File: src/rtl/input_port_vc.sv
// input_port_vc: router input port with per-VC flit FIFOs, XY routing and a
// request/grant handshake toward the L/R/U/D/PE output arbiters.
//
// Ports
//   clk       clock, all state on posedge
//   rst       asynchronous active-low reset
//   si        upstream send strobe (datai valid)
//   datai     flit: VC index in the MSBs, then dst_x, then dst_y
//   ri        per-VC ready, high while that VC FIFO is not full
//   gnt       one-hot grant {L,R,U,D,PE}
//   reqL..PE  one-hot request for the head flit of the selected VC
//   datao     head flit of the selected VC
//   vco       VC index of datao
//   err       sticky, set on the first dropped (U-turn) flit
//   drop_cnt  dropped-flit count, saturating at 255
module input_port_vc #(
  parameter int unsigned DATA_WIDTH   = 64,
  parameter int unsigned NUM_VC       = 2,
  parameter int unsigned BUFFER_DEPTH = 4,
  parameter int unsigned ADDR_WIDTH   = 4,
  parameter int unsigned CUR_X        = 0,
  parameter int unsigned CUR_Y        = 0,
  parameter logic [4:0]  DIRECTION    = 5'b00001
) (
  input  logic                        clk,
  input  logic                        rst,
  input  logic                        si,
  input  logic [DATA_WIDTH-1:0]       datai,
  output logic [NUM_VC-1:0]           ri,
  input  logic [4:0]                  gnt,
  output logic                        reqL,
  output logic                        reqR,
  output logic                        reqU,
  output logic                        reqD,
  output logic                        reqPE,
  output logic [DATA_WIDTH-1:0]       datao,
  output logic [$clog2(NUM_VC)-1:0]   vco,
  output logic                        err,
  output logic [7:0]                  drop_cnt
);

  localparam int unsigned VC_BITS  = $clog2(NUM_VC);
  localparam int unsigned PTR_BITS = $clog2(BUFFER_DEPTH);
  localparam int unsigned CNT_BITS = $clog2(BUFFER_DEPTH + 1);

  localparam logic [ADDR_WIDTH-1:0] CX     = ADDR_WIDTH'(CUR_X);
  localparam logic [ADDR_WIDTH-1:0] CY     = ADDR_WIDTH'(CUR_Y);
  localparam logic [CNT_BITS-1:0]   FULL   = CNT_BITS'(BUFFER_DEPTH);
  localparam logic [4:0]            DIR_L  = 5'b10000;
  localparam logic [4:0]            DIR_R  = 5'b01000;
  localparam logic [4:0]            DIR_U  = 5'b00100;
  localparam logic [4:0]            DIR_D  = 5'b00010;
  localparam logic [4:0]            DIR_PE = 5'b00001;

  typedef enum logic {IDLE, REQ} state_e;

  // FIFO storage and bookkeeping
  logic [DATA_WIDTH-1:0] mem_q [NUM_VC][BUFFER_DEPTH];
  logic [PTR_BITS-1:0]   rd_ptr_q [NUM_VC];
  logic [PTR_BITS-1:0]   rd_ptr_d [NUM_VC];
  logic [PTR_BITS-1:0]   wr_ptr_q [NUM_VC];
  logic [PTR_BITS-1:0]   wr_ptr_d [NUM_VC];
  logic [CNT_BITS-1:0]   count_q  [NUM_VC];
  logic [CNT_BITS-1:0]   count_d  [NUM_VC];
  logic [CNT_BITS-1:0]   cnt_after_pop [NUM_VC];
  logic [DATA_WIDTH-1:0] head_nxt [NUM_VC];
  logic [NUM_VC-1:0]     nonempty_now;
  logic [NUM_VC-1:0]     nonempty_nxt;

  // Selection / FSM state
  state_e                state_q;
  logic [VC_BITS-1:0]    sel_vc_q;
  logic [VC_BITS-1:0]    rr_ptr_q;
  logic [VC_BITS-1:0]    rr_ptr_d;
  logic [4:0]            req_q;
  logic                  illegal_q;
  logic [DATA_WIDTH-1:0] datao_q;
  logic [VC_BITS-1:0]    vco_q;
  logic                  err_q;
  logic [7:0]            drop_q;

  // Combinational control
  logic                  push;
  logic                  pop;
  logic                  load;
  logic [VC_BITS-1:0]    push_vc;
  logic [NUM_VC-1:0]     cand;
  logic [VC_BITS-1:0]    search_base;
  logic [VC_BITS-1:0]    idx;
  logic [VC_BITS-1:0]    pick;
  logic [DATA_WIDTH-1:0] load_flit;
  logic [ADDR_WIDTH-1:0] load_dx;
  logic [ADDR_WIDTH-1:0] load_dy;
  logic [4:0]            load_route;
  logic                  load_illegal;

  function automatic logic [4:0] route_of(input logic [ADDR_WIDTH-1:0] dx,
                                          input logic [ADDR_WIDTH-1:0] dy);
    if (dx > CX)      route_of = DIR_R;
    else if (dx < CX) route_of = DIR_L;
    else if (dy > CY) route_of = DIR_U;
    else if (dy < CY) route_of = DIR_D;
    else              route_of = DIR_PE;
  endfunction

  always_comb begin
    for (int unsigned v = 0; v < NUM_VC; v++) begin
      ri[v] = (count_q[v] != FULL);
    end
  end

  // Next-cycle FIFO view. The next selection is made from this view so the
  // registered request/datao can be loaded in the same edge as a pop, which
  // gives back-to-back service. A flit pushed into a VC that is empty after
  // the pop is forwarded straight from datai as that VC's next head.
  always_comb begin
    push_vc = datai[DATA_WIDTH-1 -: VC_BITS];
    push    = si && ri[push_vc];
    pop     = (state_q == REQ) && (illegal_q || (gnt == req_q));
    rr_ptr_d = pop ? (sel_vc_q + VC_BITS'(1)) : rr_ptr_q;

    for (int unsigned v = 0; v < NUM_VC; v++) begin
      cnt_after_pop[v] = count_q[v] - CNT_BITS'(pop && (sel_vc_q == VC_BITS'(v)));
      rd_ptr_d[v]      = rd_ptr_q[v] + PTR_BITS'(pop && (sel_vc_q == VC_BITS'(v)));
      wr_ptr_d[v]      = wr_ptr_q[v] + PTR_BITS'(push && (push_vc == VC_BITS'(v)));
      count_d[v]       = cnt_after_pop[v] + CNT_BITS'(push && (push_vc == VC_BITS'(v)));
      head_nxt[v]      = (push && (push_vc == VC_BITS'(v)) && (cnt_after_pop[v] == '0))
                         ? datai : mem_q[v][rd_ptr_d[v]];
      nonempty_now[v]  = (count_q[v] != '0);
      nonempty_nxt[v]  = (count_d[v] != '0);
    end

    // IDLE looks only at what was buffered before this edge; a pop in REQ
    // looks at the state after this edge's pop and push.
    cand        = (state_q == IDLE) ? nonempty_now : nonempty_nxt;
    search_base = (state_q == IDLE) ? rr_ptr_q : rr_ptr_d;
    load        = ((state_q == IDLE) || pop) && (|cand);

    // Scan downward so the closest non-empty VC to search_base wins.
    pick = search_base;
    idx  = search_base;
    for (int unsigned i = NUM_VC; i > 0; i--) begin
      idx = search_base + VC_BITS'(i - 1);
      if (cand[idx]) pick = idx;
    end

    load_flit    = head_nxt[pick];
    load_dx      = load_flit[DATA_WIDTH-1-VC_BITS -: ADDR_WIDTH];
    load_dy      = load_flit[DATA_WIDTH-1-VC_BITS-ADDR_WIDTH -: ADDR_WIDTH];
    load_route   = route_of(load_dx, load_dy);
    load_illegal = (load_route == DIRECTION) && (DIRECTION != DIR_PE);
  end

  always_ff @(posedge clk or negedge rst) begin
    if (!rst) begin
      for (int unsigned v = 0; v < NUM_VC; v++) begin
        rd_ptr_q[v] <= '0;
        wr_ptr_q[v] <= '0;
        count_q[v]  <= '0;
      end
    end else begin
      for (int unsigned v = 0; v < NUM_VC; v++) begin
        rd_ptr_q[v] <= rd_ptr_d[v];
        wr_ptr_q[v] <= wr_ptr_d[v];
        count_q[v]  <= count_d[v];
      end
    end
  end

  always_ff @(posedge clk) begin
    if (push) mem_q[push_vc][wr_ptr_q[push_vc]] <= datai;
  end

  always_ff @(posedge clk or negedge rst) begin
    if (!rst) begin
      state_q   <= IDLE;
      sel_vc_q  <= '0;
      rr_ptr_q  <= '0;
      req_q     <= '0;
      illegal_q <= 1'b0;
      datao_q   <= '0;
      vco_q     <= '0;
      err_q     <= 1'b0;
      drop_q    <= '0;
    end else begin
      rr_ptr_q <= rr_ptr_d;
      if (pop && illegal_q) begin
        err_q <= 1'b1;
        if (drop_q != 8'hFF) drop_q <= drop_q + 8'd1;
      end
      if (load) begin
        state_q   <= REQ;
        sel_vc_q  <= pick;
        vco_q     <= pick;
        datao_q   <= load_flit;
        illegal_q <= load_illegal;
        req_q     <= load_illegal ? '0 : load_route;
      end else if (pop) begin
        state_q   <= IDLE;
        req_q     <= '0;
        illegal_q <= 1'b0;
      end
    end
  end

  assign reqL     = req_q[4];
  assign reqR     = req_q[3];
  assign reqU     = req_q[2];
  assign reqD     = req_q[1];
  assign reqPE    = req_q[0];
  assign datao    = datao_q;
  assign vco      = vco_q;
  assign err      = err_q;
  assign drop_cnt = drop_q;

endmodule

File: config.mk
export PLATFORM = sky130hd
export DESIGN_NAME = input_port_vc
export DESIGN_NICKNAME = d
export VERILOG_FILES = /design/src/rtl/input_port_vc.sv
export SDC_FILE = /design/constraint.sdc
export NUM_CORES = 1
export LEC_CHECK = 0
export ABC_CLOCK_PERIOD_IN_PS = 17000
export BUFFER_PORTS_ARGS = -buffer_cell sky130_fd_sc_hd__clkbuf_2
export CORE_UTILIZATION = 25
export DETAILED_ROUTE_END_ITERATION = 8
export PLACE_DENSITY_LB_ADDON = 0.15
export SLEW_MARGIN = 20
export SYNTH_ARGS = -nofsm -noshare
export SYNTH_HDL_FRONTEND = slang
export SYNTH_SLANG_ARGS = --single-unit
File: constraint.sdc
create_clock -name clk -period 17 [get_ports clk]
set_clock_uncertainty 0.1 [all_clocks]
set_input_delay 3.4 -clock clk [delete_from_list [all_inputs] [get_ports clk]]
set_output_delay 3.4 -clock clk [all_outputs]
set_load 0.02 [all_outputs]
======== After elaboration in Yosys (flattened, before gate mapping) ========
Memories as Yosys holds them, arrays and structs flattened.
Index checks and enable logic that the tools add are counted.
word-level totals
  register bits ........................... 96
  RAM bits ................................ 512
  input bits .............................. 72
  output and inout port bits .............. 81
  word-level logic and storage cells ...... 111
  memories kept ........................... 1
cells by class
  add/sub/neg operators ................... 11
  magnitude comparators ................... 13
  eq/ne operators ......................... 4
  multiplexer cells ....................... 38
  bitwise gates (word level) .............. 8
  reductions and logical operators ........ 22
memories
  name   words  bits a word  rd ports  clocked after Yosys merged registers in  wr ports  RTL line  RTL
  mem_q  2      256          2         0                                        1         58        logic [DATA_WIDTH-1:0] mem_q [NUM_VC][BUFFER_DEPTH];
operator list
  kind                 number
  $mux 64              10
  $bmux 64 s2          2
  $mux 256             1
  $demux 64 s2         1
  $mux 5               5
  $mux 1               14
  $reduce_bool 3->1    4
  $logic_and 1x1->1    11
  $mux 2               5
  $ge 3x3->1 const B   3
  $not 2->3            3
  $add 2x1->2          4
  $add 8x1->8 const B  1
  $gt 4x1->1 const B   2
  $lt 4x1->1 const B   2
  $ne 8x8->1 const B   1
  $add 3x1->3          2
  $logic_not 3->1      2
  $lt 1x2->1 const B   3
  $ne 3x3->1 const B   2
  $sub 3x1->3          2
  $eq 5x5->1           1
  $ge 2x2->1 const B   2
  $not 1->2            2
  other kinds (7)      11

======== Depth between registers and ports, before layout ========
  depth in word-level cells ............... 22
  depth in mapped cells ................... 15
  mapped depth without buffers ............ 14

======== Worst setup path before layout ========
OpenSTA, ideal clock, no wires.
  path kind ............................... input port to flip-flop
  from .................................... in datai[63]
  to ...................................... mem mem_q[0][192] (netlist name), enable pin
  library setup time ...................... 0.565 ns
  data arrival time ....................... 8.357 ns
  required time ........................... 16.335 ns
  path slack .............................. 7.978 ns
  stages .................................. 4
  path buffers ............................ 1
  cells stage by stage .................... clkbuf_1 -> mux2i_1 -> nand2_1 -> nor3_1
on the way
  longest elaborated chain between the ends .. 10
  elaborated cells on any way between the ends .. 15
  those cells by class .................... order compare (2); mux (9); bitwise (2); reduce/logical (2)
ends and longest elaborated chain
  element                                                                RTL line  RTL
  start, declared                                                        28        input logic [DATA_WIDTH-1:0] datai,
  $not 1->2 (not written as such)                                        171       if (push) mem_q[push_vc][wr_ptr_q[push_vc]] <= datai;
  $mux 2 (not written as such) (3 in a row)                              171
  $not 2->3 (not written as such)                                        171
  $ge 3x3->1 (not written as such) / $lt 3x1->1 (equally long branches)  171
  $logic_and 1x1->1 (not written as such)                                171
  $mux 64 (not written as such)                                          171
  $demux 64 s2                                                           171
  $mux 256 (not written as such)                                         171
  end, declared                                                          58
Parallel ways exist; a longest one is shown, timed or not. The select of a mux whose other input is x is not followed.

======== Worst setup path in the final report ========
  from .................................... in gnt[3]
  to ...................................... reg req_q[2]
on the way
  longest elaborated chain between the ends .. 21
  elaborated cells on any way between the ends .. 52
  those cells by class .................... add/sub (7); order compare (3); eq/ne (1); mux (24); bitwise (3); reduce/logical (14)
ends and longest elaborated chain
  element                                     RTL line  RTL
  start, declared                             30        input logic [4:0] gnt,
  $eq 5x5->1 *                                119       pop = (state_q == REQ) && (illegal_q || (gnt == req_q));
  $logic_or 1x1->1 *                          119
  $logic_and 1x1->1 *                         119
  $logic_and 1x1->1                           123, 124
  $sub 3x1->3                                 123       cnt_after_pop[v] = count_q[v] - CNT_BITS'(pop && (sel_vc_q == VC_BITS'(v)));
  $add 3x1->3                                 126       count_d[v] = cnt_after_pop[v] + CNT_BITS'(push && (push_vc == VC_BITS'(v)));
  $reduce_bool 3->1                           130       nonempty_nxt[v] = (count_d[v] != '0);
  $mux 2                                      135       cand = (state_q == IDLE) ? nonempty_now : nonempty_nxt;
  $mux 1 (not written as such) (2 in a row)   144       if (cand[idx]) pick = idx;
  $mux 1 (2 in a row)                         144
  $not 1->2 (not written as such)             147       load_flit = head_nxt[pick];
  $mux 64 (not written as such) (3 in a row)  147
  $gt 4x1->1                                  101       else if (dy > CY) route_of = DIR_U;
  $mux 5                                      101
  $mux 5                                      100       else if (dx < CX) route_of = DIR_L;
  $mux 5                                      99        if (dx > CX) route_of = DIR_R;
  $mux 5                                      191       if (load) begin
  end signal, assigned                        197       req_q <= load_illegal ? '0 : load_route;
  end, declared                               75        logic [4:0] req_q;
Every way passes the cells marked *; elsewhere a longest branch is shown, timed or not. The select of a mux whose other input is x is not followed.
A chain may end at the register's enable or synchronous reset.

==> impl_metrics.ini <==
[cts]
post_cts_buffers = 0
clockRootBuffer = clkbuf_16
clk_pin_slew_worst_paths_ns = 0.05
post_cts_resized = 0
cts.hold.buffers_added = 0
cts_buffer_depth = 3
cts_made_buffers = 67
cts_max_level = 3
cts_tree = built
clock_sinks = 596
clk_latency_ns = 0.61

[worst_setup_path]
reg2reg_depth = 13
crit_fanout = 38
worstPathArrival_ns = 7.95
crit_required_ns = 17.38
end_kind = register
reg2reg_setup_slack_ns = 11.87
r2r-end = req_q[2]
start_kind = input port
max_stage_delay_ns = 0.75
path_cells = clkbuf_2 > xnor2_1 > nand4_1 > nor2_1 > ha_1 > ha_1 > xor2_1 > nor4_2 > buf_4 > buf_4 > o21ba_2 > o311ai_1 > o2111ai_1 > a22o_1
reg2reg_from = req_q[3]
criticalPathCategory = in -> reg
cp_slowest_cell = buf_4

[min_path]
min-delay-start = datao[62]
hold_path_depth = 2
min_path_type = reg -> reg
hold_end = datao[62]

[synthesis]
ys_seq_area_share_pct = 74.1
synth_area_leaders = edfxtp_1 65%, mux4_2 12%, dfrtp_1 8.9%
ys_ff_latch = 596
syn_area_um2 = 23600
ys_warn_count = 0
synth.avg_cell_area_um2 = 20.1
yosysTopAreaCell = edfxtp_1
async_flop_share_pct = 14.1
synth_top_area_share_pct = 65.2
synth_edf_count = 512
syn_inst = 1175
ys_dominant_reg_cell = edfxtp_1
synthDistinctLibCells = 56

[drt]
wl_um = 62400
first_iter_violations = 754
via_per_inst = 4.47
wire_per_inst_um = 23.5
dr.pass1.iters = 5
route.detailed.drc = 0
vias = 11900
antenna_left = 0

[final_layout]
area_delta_synth_final_pct = 18.8
final_net_count = 1432
drive_gt1_share_pct = 29.3
final_area_um2 = 28000
n_fill_cell = 9233

[power_and_ir_drop]
p_leak_uw = 0.00963
power.switching_uw = 1450
p_comb_share_pct = 27.7
vdd_ir_drop_max_v = 0.0000700
p_per_area_nw_per_um2 = 164
p_clk_share_pct = 30.2
p_sw_share_pct = 31.5
p_seq_share_pct = 42.1
p_int_uw = 3150

[global_route]
overflow = 0
grtUsageMet3_pct = 2.50
grt_use_met2_pct = 22.2
grt_pass1_vias = 12800
antenna_found_initial = 4
grt_pass1_wl_um = 92300
groute.usage.overall_pct = 13.4
grt_busiest_layer = met2
use_met1_pct = 17.8
grt_max_degree = 75

[floorplan]
start_util_pct = 25.3
dieArea_um2 = 95600
fp.dieH_um = 309
core_um2 = 93300
fp.dieW_um = 309
rows = 112
io-pin-count = 153

[timing]
fin_setup_tns_ns = 0
fmax_ghz = 0.132
rsz0062_at_grt = false
fin_crit_ns = 7.57
min_period_over_period_pct = 44.6
tightest_slew_ns = 1.13
drv_slew = 0
setup_viol = 0
hold_violations = 0
slew_headroom_pct = 24.8

[job]
cap_violations = 0

[placement]
gp_congestion = 0.677
dpl_cell_area_um2 = 25900
portBuffers = 141
dp_hpwl_um = 35300

[status]
status = complete, no violations
## cell usage in the layout, fill, tap and decap left out, drive strengths merged, types with 5 or more instances in the layout
cell    instances
buf            30
clkbuf        240
clkinv         17
conb           11
dfrtp          84
edfxtp        512
ha             12
inv            17
mux2i         111
mux4          128
nand2          76
nor2           22
o21ai          16
o221ai         56
o311ai          6
or4             6
xor2            5
## area by class of cell
class	instances	area, µm²	area share [%]
antenna	1	2.50	0.00893
clock buffer	100	1860	6.64
clock inverter	22	234	0.835
inverter	14	52.6	0.188
multi-input combinational	499	5860	20.9
sequential	596	17500	62.4
tap	1254	1570	5.60
timing repair buffer	170	955	3.41
## critical path, delay by kind of cell
kind                       cells  cell delay [ns]
and+or+nand+nor                3             0.89
buffers and inverters          3             1.40
AOI/OAI and AO/OA              4             1.23
xor gates and xnor gates       2             0.54
adders and majority gates      2             0.46
## worst max path at each step
stage | startpoint | endpoint | cells after the start | slack (ns)
after floorplan | datai[63] | mem_q[0][192] | 4 | 7.98
after global placement | gnt[3] | req_q[2] | 14 | 8.83
after detailed placement | gnt[3] | req_q[2] | 14 | 8.72
after CTS | gnt[3] | req_q[2] | 14 | 9.33
after global routing | gnt[3] | req_q[2] | 14 | 9.15
final | gnt[3] | req_q[2] | 14 | 9.43
## power by group through the flow
stage	clock, µW	sequential [µW]	combinational, µW
detailed placement	0	1970	1320
CTS	1440	1950	1320
global route	1500	1960	1400
finish	1390	1940	1280
global placement	0	1970	1310
floorplan	0	2020	808
## flip-flops by register name, indices dropped and copies added, names as in the netlist
name	flops
req_q	3
rr_ptr_q	1
mem_q	512
count_q	6
datao	64
wr_ptr_q	4
sel_vc_q	1
rd_ptr_q	4
state_q	1
## synthesized netlist by cell type, types with 4 or more instances
library cell	n
buf_1	13
buf_2	10
buf_4	12
clkbuf_1	38
dfrtp_1	84
edfxtp_1	512
ha_1	12
inv_1	14
mux2i_1	111
mux4_2	127
nand2_1	76
nand2b_1	4
nand4_1	4
nor2_1	22
o21ai_0	14
o221ai_1	56
o311ai_1	6
or4_1	6
xnor2_1	4
xor2_1	5
## layer usage
layer  wire, µm  share of wire, %  vias up
met5         21             0.034        -
met2      30300                49      246
li1           -                 -     5164
met4       1100               1.8        4
met1      28500                46     6366
met3       2440               3.9       80
## metrics by stage
step | worst slack (ns) | hold WS [ns] | utilization [%] | instances | power, µW
2_1_floorplan | 7.98 | 0.352 | - | 1185 | 2830
3_3_place_gp | 8.83 | 0.373 | 27.7 | 2530 | 3280
3_5_place_dp | 8.72 | 0.381 | 27.8 | 2533 | 3290
4_1_cts | 9.33 | 0.394 | 30.0 | 2655 | 4710
5_1_grt | 9.15 | 0.423 | 30.0 | 2655 | 4860
6_report | 9.43 | 0.392 | 30.0 | 2656 | 4600
## cell families after synthesis
family          count (synthesis)  synth area share [%]
simple gates                  131                  2.55
flops                         596                  74.1
other cells                     1                0.0159
mux                           240                  17.0
fa+ha+maj                      12                 0.637
compound gates                 94                  3.35
buf+inv                        90                  1.80
xor+xnor                       11                 0.531
Power figures use the tool's default switching activity.
